<file path="src/rtl/axis_rx_pkg.sv">
// Shared types and helpers for the AXI-Stream bank writer: FSM encoding and
// bank-index width derivation.
package axis_rx_pkg;

  typedef enum logic [1:0] {
    ST_IDLE   = 2'b00,
    ST_RECV   = 2'b01,
    ST_FINISH = 2'b11
  } rx_state_e;

  function automatic int clog2(input int value);
    int result;
    result = 0;
    for (int v = value - 1; v > 0; v = v >> 1) begin
      result = result + 1;
    end
    return result;
  endfunction

  // A single bank needs no index bits at all.
  function automatic int bank_bits(input int num_banks);
    return (num_banks <= 1) ? 0 : clog2(num_banks);
  endfunction

endpackage

</file>
<file path="src/rtl/axis_rx_bank_decode.sv">
// One-hot bank strobe from the low bits of the beat counter, qualified by the
// stream handshake.
module axis_rx_bank_decode
  import axis_rx_pkg::*;
#(
  parameter int NUM_BANKS = 4,
  parameter int SEL_W     = 2
) (
  input  logic                 accept,
  input  logic [SEL_W-1:0]     bank_idx,
  output logic [NUM_BANKS-1:0] bank_en
);

  generate
    if (NUM_BANKS == 1) begin : g_single
      logic unused_idx;
      assign unused_idx = ^bank_idx;
      assign bank_en    = accept;
    end else begin : g_multi
      always_comb begin
        bank_en = '0;
        for (int i = 0; i < NUM_BANKS; i++) begin
          bank_en[i] = accept && (bank_idx == SEL_W'(i));
        end
      end
    end
  endgenerate

endmodule

</file>
<file path="src/rtl/axis_rx_bank_writer.sv">
// AXI-Stream receiver that spreads beats round-robin over NUM_BANKS buffer banks.
// Length checking and recv_err are built only when AXIS_RX_LEN_CHECK_EN is defined.
module axis_rx_bank_writer
  import axis_rx_pkg::*;
#(
  parameter int DATA_W    = 64,
  parameter int ADDR_BIT  = 16,
  parameter int NUM_BANKS = 4,
  parameter int CNT_W     = ADDR_BIT + bank_bits(NUM_BANKS)
) (
  input  logic                 clk,
  input  logic                 rst,
  input  logic                 recv_enable,
  input  logic [ADDR_BIT-1:0]  recv_base_addr,
  input  logic [CNT_W-1:0]     recv_len,
  output logic                 recv_busy,
  output logic                 recv_done,
  output logic                 recv_err,
  output logic                 s_axis_tready,
  input  logic [DATA_W-1:0]    s_axis_tdata,
  input  logic                 s_axis_tlast,
  input  logic                 s_axis_tvalid,
  output logic [ADDR_BIT-1:0]  write_addr,
  output logic [DATA_W-1:0]    write_data,
  output logic [NUM_BANKS-1:0] write_bank_en,
  output logic                 write_enable
);

  localparam int BANK_BITS = bank_bits(NUM_BANKS);
  localparam int SEL_W     = (BANK_BITS > 0) ? BANK_BITS : 1;

  // Handshake: a beat transfers on a rising edge where tvalid and tready are
  // both high; tready depends only on registered state, never on tvalid.
  rx_state_e           state_q, state_d;
  logic [ADDR_BIT-1:0] base_q, base_d;
  logic [CNT_W-1:0]    beat_cnt_q, beat_cnt_d;
  logic [CNT_W-1:0]    beat_cnt_next;
  logic                accept;
  logic                finish_beat;

`ifdef AXIS_RX_LEN_CHECK_EN
  logic [CNT_W-1:0]    len_q, len_d;
  logic                err_q, err_d;
  logic                len_hit;
  logic                len_mismatch;
`else
  logic                unused_len;
`endif

  assign s_axis_tready = (state_q == ST_RECV);
  assign accept        = s_axis_tready && s_axis_tvalid;
  assign beat_cnt_next = beat_cnt_q + CNT_W'(1);
  assign recv_busy     = (state_q == ST_RECV) || (state_q == ST_FINISH);
  assign recv_done     = (state_q == ST_FINISH);

`ifdef AXIS_RX_LEN_CHECK_EN
  // Beat numbers are 1-based here: beat_cnt_next is the number of the beat
  // being accepted now.
  assign len_hit      = (len_q != '0) && (beat_cnt_next == len_q);
  assign len_mismatch = (len_q != '0) && (s_axis_tlast != len_hit);
  assign finish_beat  = s_axis_tlast || len_hit;
  assign recv_err     = err_q;
`else
  assign unused_len   = ^recv_len;
  assign finish_beat  = s_axis_tlast;
  assign recv_err     = 1'b0;
`endif

  always_comb begin
    state_d    = state_q;
    base_d     = base_q;
    beat_cnt_d = beat_cnt_q;
`ifdef AXIS_RX_LEN_CHECK_EN
    len_d      = len_q;
    err_d      = err_q;
`endif
    case (state_q)
      ST_IDLE: begin
        if (recv_enable) begin
          state_d    = ST_RECV;
          base_d     = recv_base_addr;
          beat_cnt_d = '0;
`ifdef AXIS_RX_LEN_CHECK_EN
          len_d      = recv_len;
          err_d      = 1'b0;
`endif
        end
      end
      ST_RECV: begin
        if (accept) begin
          beat_cnt_d = beat_cnt_next;
          if (finish_beat) begin
            state_d = ST_FINISH;
`ifdef AXIS_RX_LEN_CHECK_EN
            err_d   = len_mismatch;
`endif
          end
        end
      end
      ST_FINISH: begin
        state_d = ST_IDLE;
      end
      default: begin
        state_d = ST_IDLE;
      end
    endcase
  end

  always_ff @(posedge clk) begin
    if (rst) begin
      state_q    <= ST_IDLE;
      base_q     <= '0;
      beat_cnt_q <= '0;
`ifdef AXIS_RX_LEN_CHECK_EN
      len_q      <= '0;
      err_q      <= 1'b0;
`endif
    end else begin
      state_q    <= state_d;
      base_q     <= base_d;
      beat_cnt_q <= beat_cnt_d;
`ifdef AXIS_RX_LEN_CHECK_EN
      len_q      <= len_d;
      err_q      <= err_d;
`endif
    end
  end

  // Low counter bits pick the bank, the rest is the in-bank offset.
  assign write_addr   = base_q + ADDR_BIT'(beat_cnt_q >> BANK_BITS);
  assign write_data   = s_axis_tdata;
  assign write_enable = |write_bank_en;

  axis_rx_bank_decode #(
    .NUM_BANKS (NUM_BANKS),
    .SEL_W     (SEL_W)
  ) u_bank_decode (
    .accept   (accept),
    .bank_idx (beat_cnt_q[SEL_W-1:0]),
    .bank_en  (write_bank_en)
  );

endmodule
</file>
<file path="config.mk">
export PLATFORM = sky130hd
export DESIGN_NAME = axis_rx_bank_writer
export DESIGN_NICKNAME = d
export VERILOG_FILES = /design/src/rtl/axis_rx_pkg.sv /design/src/rtl/axis_rx_bank_decode.sv /design/src/rtl/axis_rx_bank_writer.sv
export SDC_FILE = /design/constraint.sdc
export NUM_CORES = 1
export LEC_CHECK = 0
export CAP_MARGIN = 15
export CORE_AREA = 2 2 107 109
export CTS_BUF_LIST = sky130_fd_sc_hd__clkbuf_16
export DETAILED_ROUTE_END_ITERATION = 8
export DIE_AREA = 0 0 109 111
export SLEW_MARGIN = 20
export SYNTH_ARGS = -nofsm -noshare
export SYNTH_HDL_FRONTEND = slang
export SYNTH_SLANG_ARGS = --single-unit
export TNS_END_PERCENT = 100
</file>
<file path="constraint.sdc">
create_clock -name clk -period 2.95 [get_ports clk]
set_clock_uncertainty 0.05 [all_clocks]
set_input_delay 0.59 -clock clk [delete_from_list [all_inputs] [get_ports clk]]
set_output_delay 0.59 -clock clk [all_outputs]
set_load 0.02 [all_outputs]
</file>
==> flow_summary.toml, run 1 <==
[timing]
drv_slew = 0
relSlewSlack_pct = 51.5
hold_ws_ps = 436
finalSetupTns_ps = 0
final.period_utilization_pct = 96.8
setup_viol_count_final = 0
layout_setup_ws_ps = 94.4
fin_crit_ps = 2860
rsz0062_at_grt = "no"
worst_pin_slew_ps = 725
finalHoldViolations = 0
max_freq_mhz = 350

[clock_tree]
tritoncts = "yes"
htree_levels = 2
cts_sinks = 36
cts-buffers-inserted = 5
insertion_delay_ps = 280
clkTransAtPathRegs_ps = 50
root_buffer = "clkbuf_16"
clk_path_buf_depth = 2

[final_layout]
utilization_pct = 29.7
mostFrequentLayoutCells = "buf_4, dfxtp_1, clkdlybuf4s50_1, nor2_1, xor2_1"
area_growth_pct = 22.0
stdcell_area_sq_um = 3290
stdcell_count = 480
n_fill_cell = 1151
drive_above_1_share_pct = 22.8
multiInputGateArea_sq_um = 1500
register_area_sq_um = 721
diodes = 0
nNetsFinal = 459
mostFrequentLayoutCell = "buf_4"

[global_routing]
grt_pass1_wl_mm = 9.99
grt_pass1_vias = 2196
antenna_found_initial = 0
grt_overflow = 0
grt_max_degree = 17
grt_usage_pct = 10.2

[status]
outcome = "complete, no violations"

[min_path]
holdPathStages = 1
hold_path.class = "register to register"
min-delay-start = "base_q[9]"
holdPathEnd = "base_q[9]"

[place]
gp_congestion = 0.856
placed_area_sq_um = 3090
dp_hpwl_mm = 4.78
place_inst = 471
port_buffers = 44
place_ws_ps = -243

[routing]
post_drt_wl_per_cell_um = 12.8
wirelength_mm = 6.14
ant_nets = 0
num_vias = 2179
drc = 0
firstDrtPassIters = 4
vias_per_cell = 4.54
drt_iter0_markers = 98

[yosys]
synth_cells = 317
syn_avg_cell_area_sq_um = 8.50
ys_top_cells_by_area = "dfxtp_1, buf_4, ha_1"
synth_top_area_cell = "dfxtp_1"
synth_top_area_share_pct = 26.8
ys_seq_elements = 36
synth-seq-area-share_pct = 26.8
async_flop_share_pct = 0
synth_edf_count = 0
synth_area_sq_um = 2690
yosysWarnings = 0
synthFlopType = "dfxtp_1"
syn_nets = 440
yosys.cell_types.count = 46

[floorplan]
die_w_um = 109
die_h_um = 111
initial_core_util_pct = 24.3
coreArea_sq_um = 11100
dieArea_sq_um = 12100
top_level_ports = 192
row_count = 39

[worst_setup_path]
end_kind = "output port"
cp-start-kind = "register"
worstPathRequired_ps = 2310
rr_worst_depth = 6
r2r_start = "beat_cnt_q[6]"
critPathArrivalTime_ps = 2220
rrSetupSlack_ps = 1160
cp_max_fo = 2
path_class = "register to output port"
reg2reg_to = "beat_cnt_q[17]"

[job]
maxCapViolCount = 0

[power]
total_power_mw = 1.31
vdd_drop_max_mv = 0.220
p_leak_nw = 1.41
pwr_density_cell_nw_per_um2 = 397
==> state kept, by name, summed over array words and instances (netlist names) <==
register    flops
state_q         2
beat_cnt_q     18
base_q         16
==> cell type report <==
cell class	instances	area share, %
Clock inverter	3	1.18
Sequential cell	36	21.9
Inverter	6	0.685
Multi-Input combinational cell	202	45.5
Timing Repair Buffer	85	21.5
Clock buffer	5	3.81
Tap cell	143	5.44
==> where the power goes <==
part / leakage [nW] / internal, mW / switching, mW
Sequential: 0.293 / 0.503 / 0.0146
Clock: 0.0850 / 0.393 / 0.195
Combinational: 1.03 / 0.0990 / 0.100
Total: 1.41 / 0.995 / 0.310
==> what timing repair did <==
item	CTS	global route
resized for setup	34	20
hold buffers	0	0
pin swaps	1	7
setup buffers	0	1
setup endpoints to repair	12	10
==> synth_stat cells (2+ instances only) <==
cell type and n:
buf_4 65, dfxtp_1 36, nor2_1 28, ha_1 19, xor2_1 18, a22o_1 16
nand2_1 16, a21oi_1 15, nand3_1 11, o21ai_0 11, xnor2_1 11, and3_1 10
inv_1 6, nand4_1 5, clkbuf_1 4, and2_1 3, buf_2 3, nor3_1 3
nor3b_1 3, a211o_1 2, a211oi_1 2, a21o_1 2, nor2b_1 2, nor4_1 2
nor4_4 2, or2_2 2
==> routing by layer <==
metal / vias up / wire length [um] / global-route usage, %
li1: 1077 / - / -
met1: 1006 / 2680 / 12.0
met2: 58 / 2810 / 16.6
met3: 38 / 397 / 3.17
met4: 0 / 248 / 5.21
met5: - / 0 / 0
==> worst max-delay path, cell delays in order (launching register included) <==
cell and delay [ps]:
dfxtp_1 310, ha_2 200, fa_2 350, a21oi_2 170, buf_4 130, o21ai_0 70
a21oi_1 210, xnor2_1 160, clkdlybuf4s15_1 330
==> logic make-up (layout without fill, tap and decap cells) <==
logic type	count (synthesis)	after routing	share of synthesized area [%]
simple gates	91	91	17.8
buf+inv	79	99	20.2
compound gates	59	59	15.2
flops	36	36	26.8
xor+xnor	29	29	9.43
fa+ha+maj	20	20	9.57
mux	2	2	0.929
other cells	1	1	0.139
==> worst max path at each step <==
stage | endpoint | from
final | write_addr[6] | base_q[0]
after global routing | write_addr[6] | base_q[0]
after CTS | write_addr[14] | base_q[0]
after detailed placement | write_addr[14] | base_q[0]
after global placement | write_addr[14] | base_q[0]
after floorplan | write_addr[15] | beat_cnt_q[7]
Note: power is estimated with default switching activity, not from simulation.
==> inputs of run 2 (changes only) <==
- GPL_ROUTABILITY_DRIVEN: not set -> 0
==> results of run 2 <==
Same layout as run 1: the final DEF is identical, and so are final timing and power.
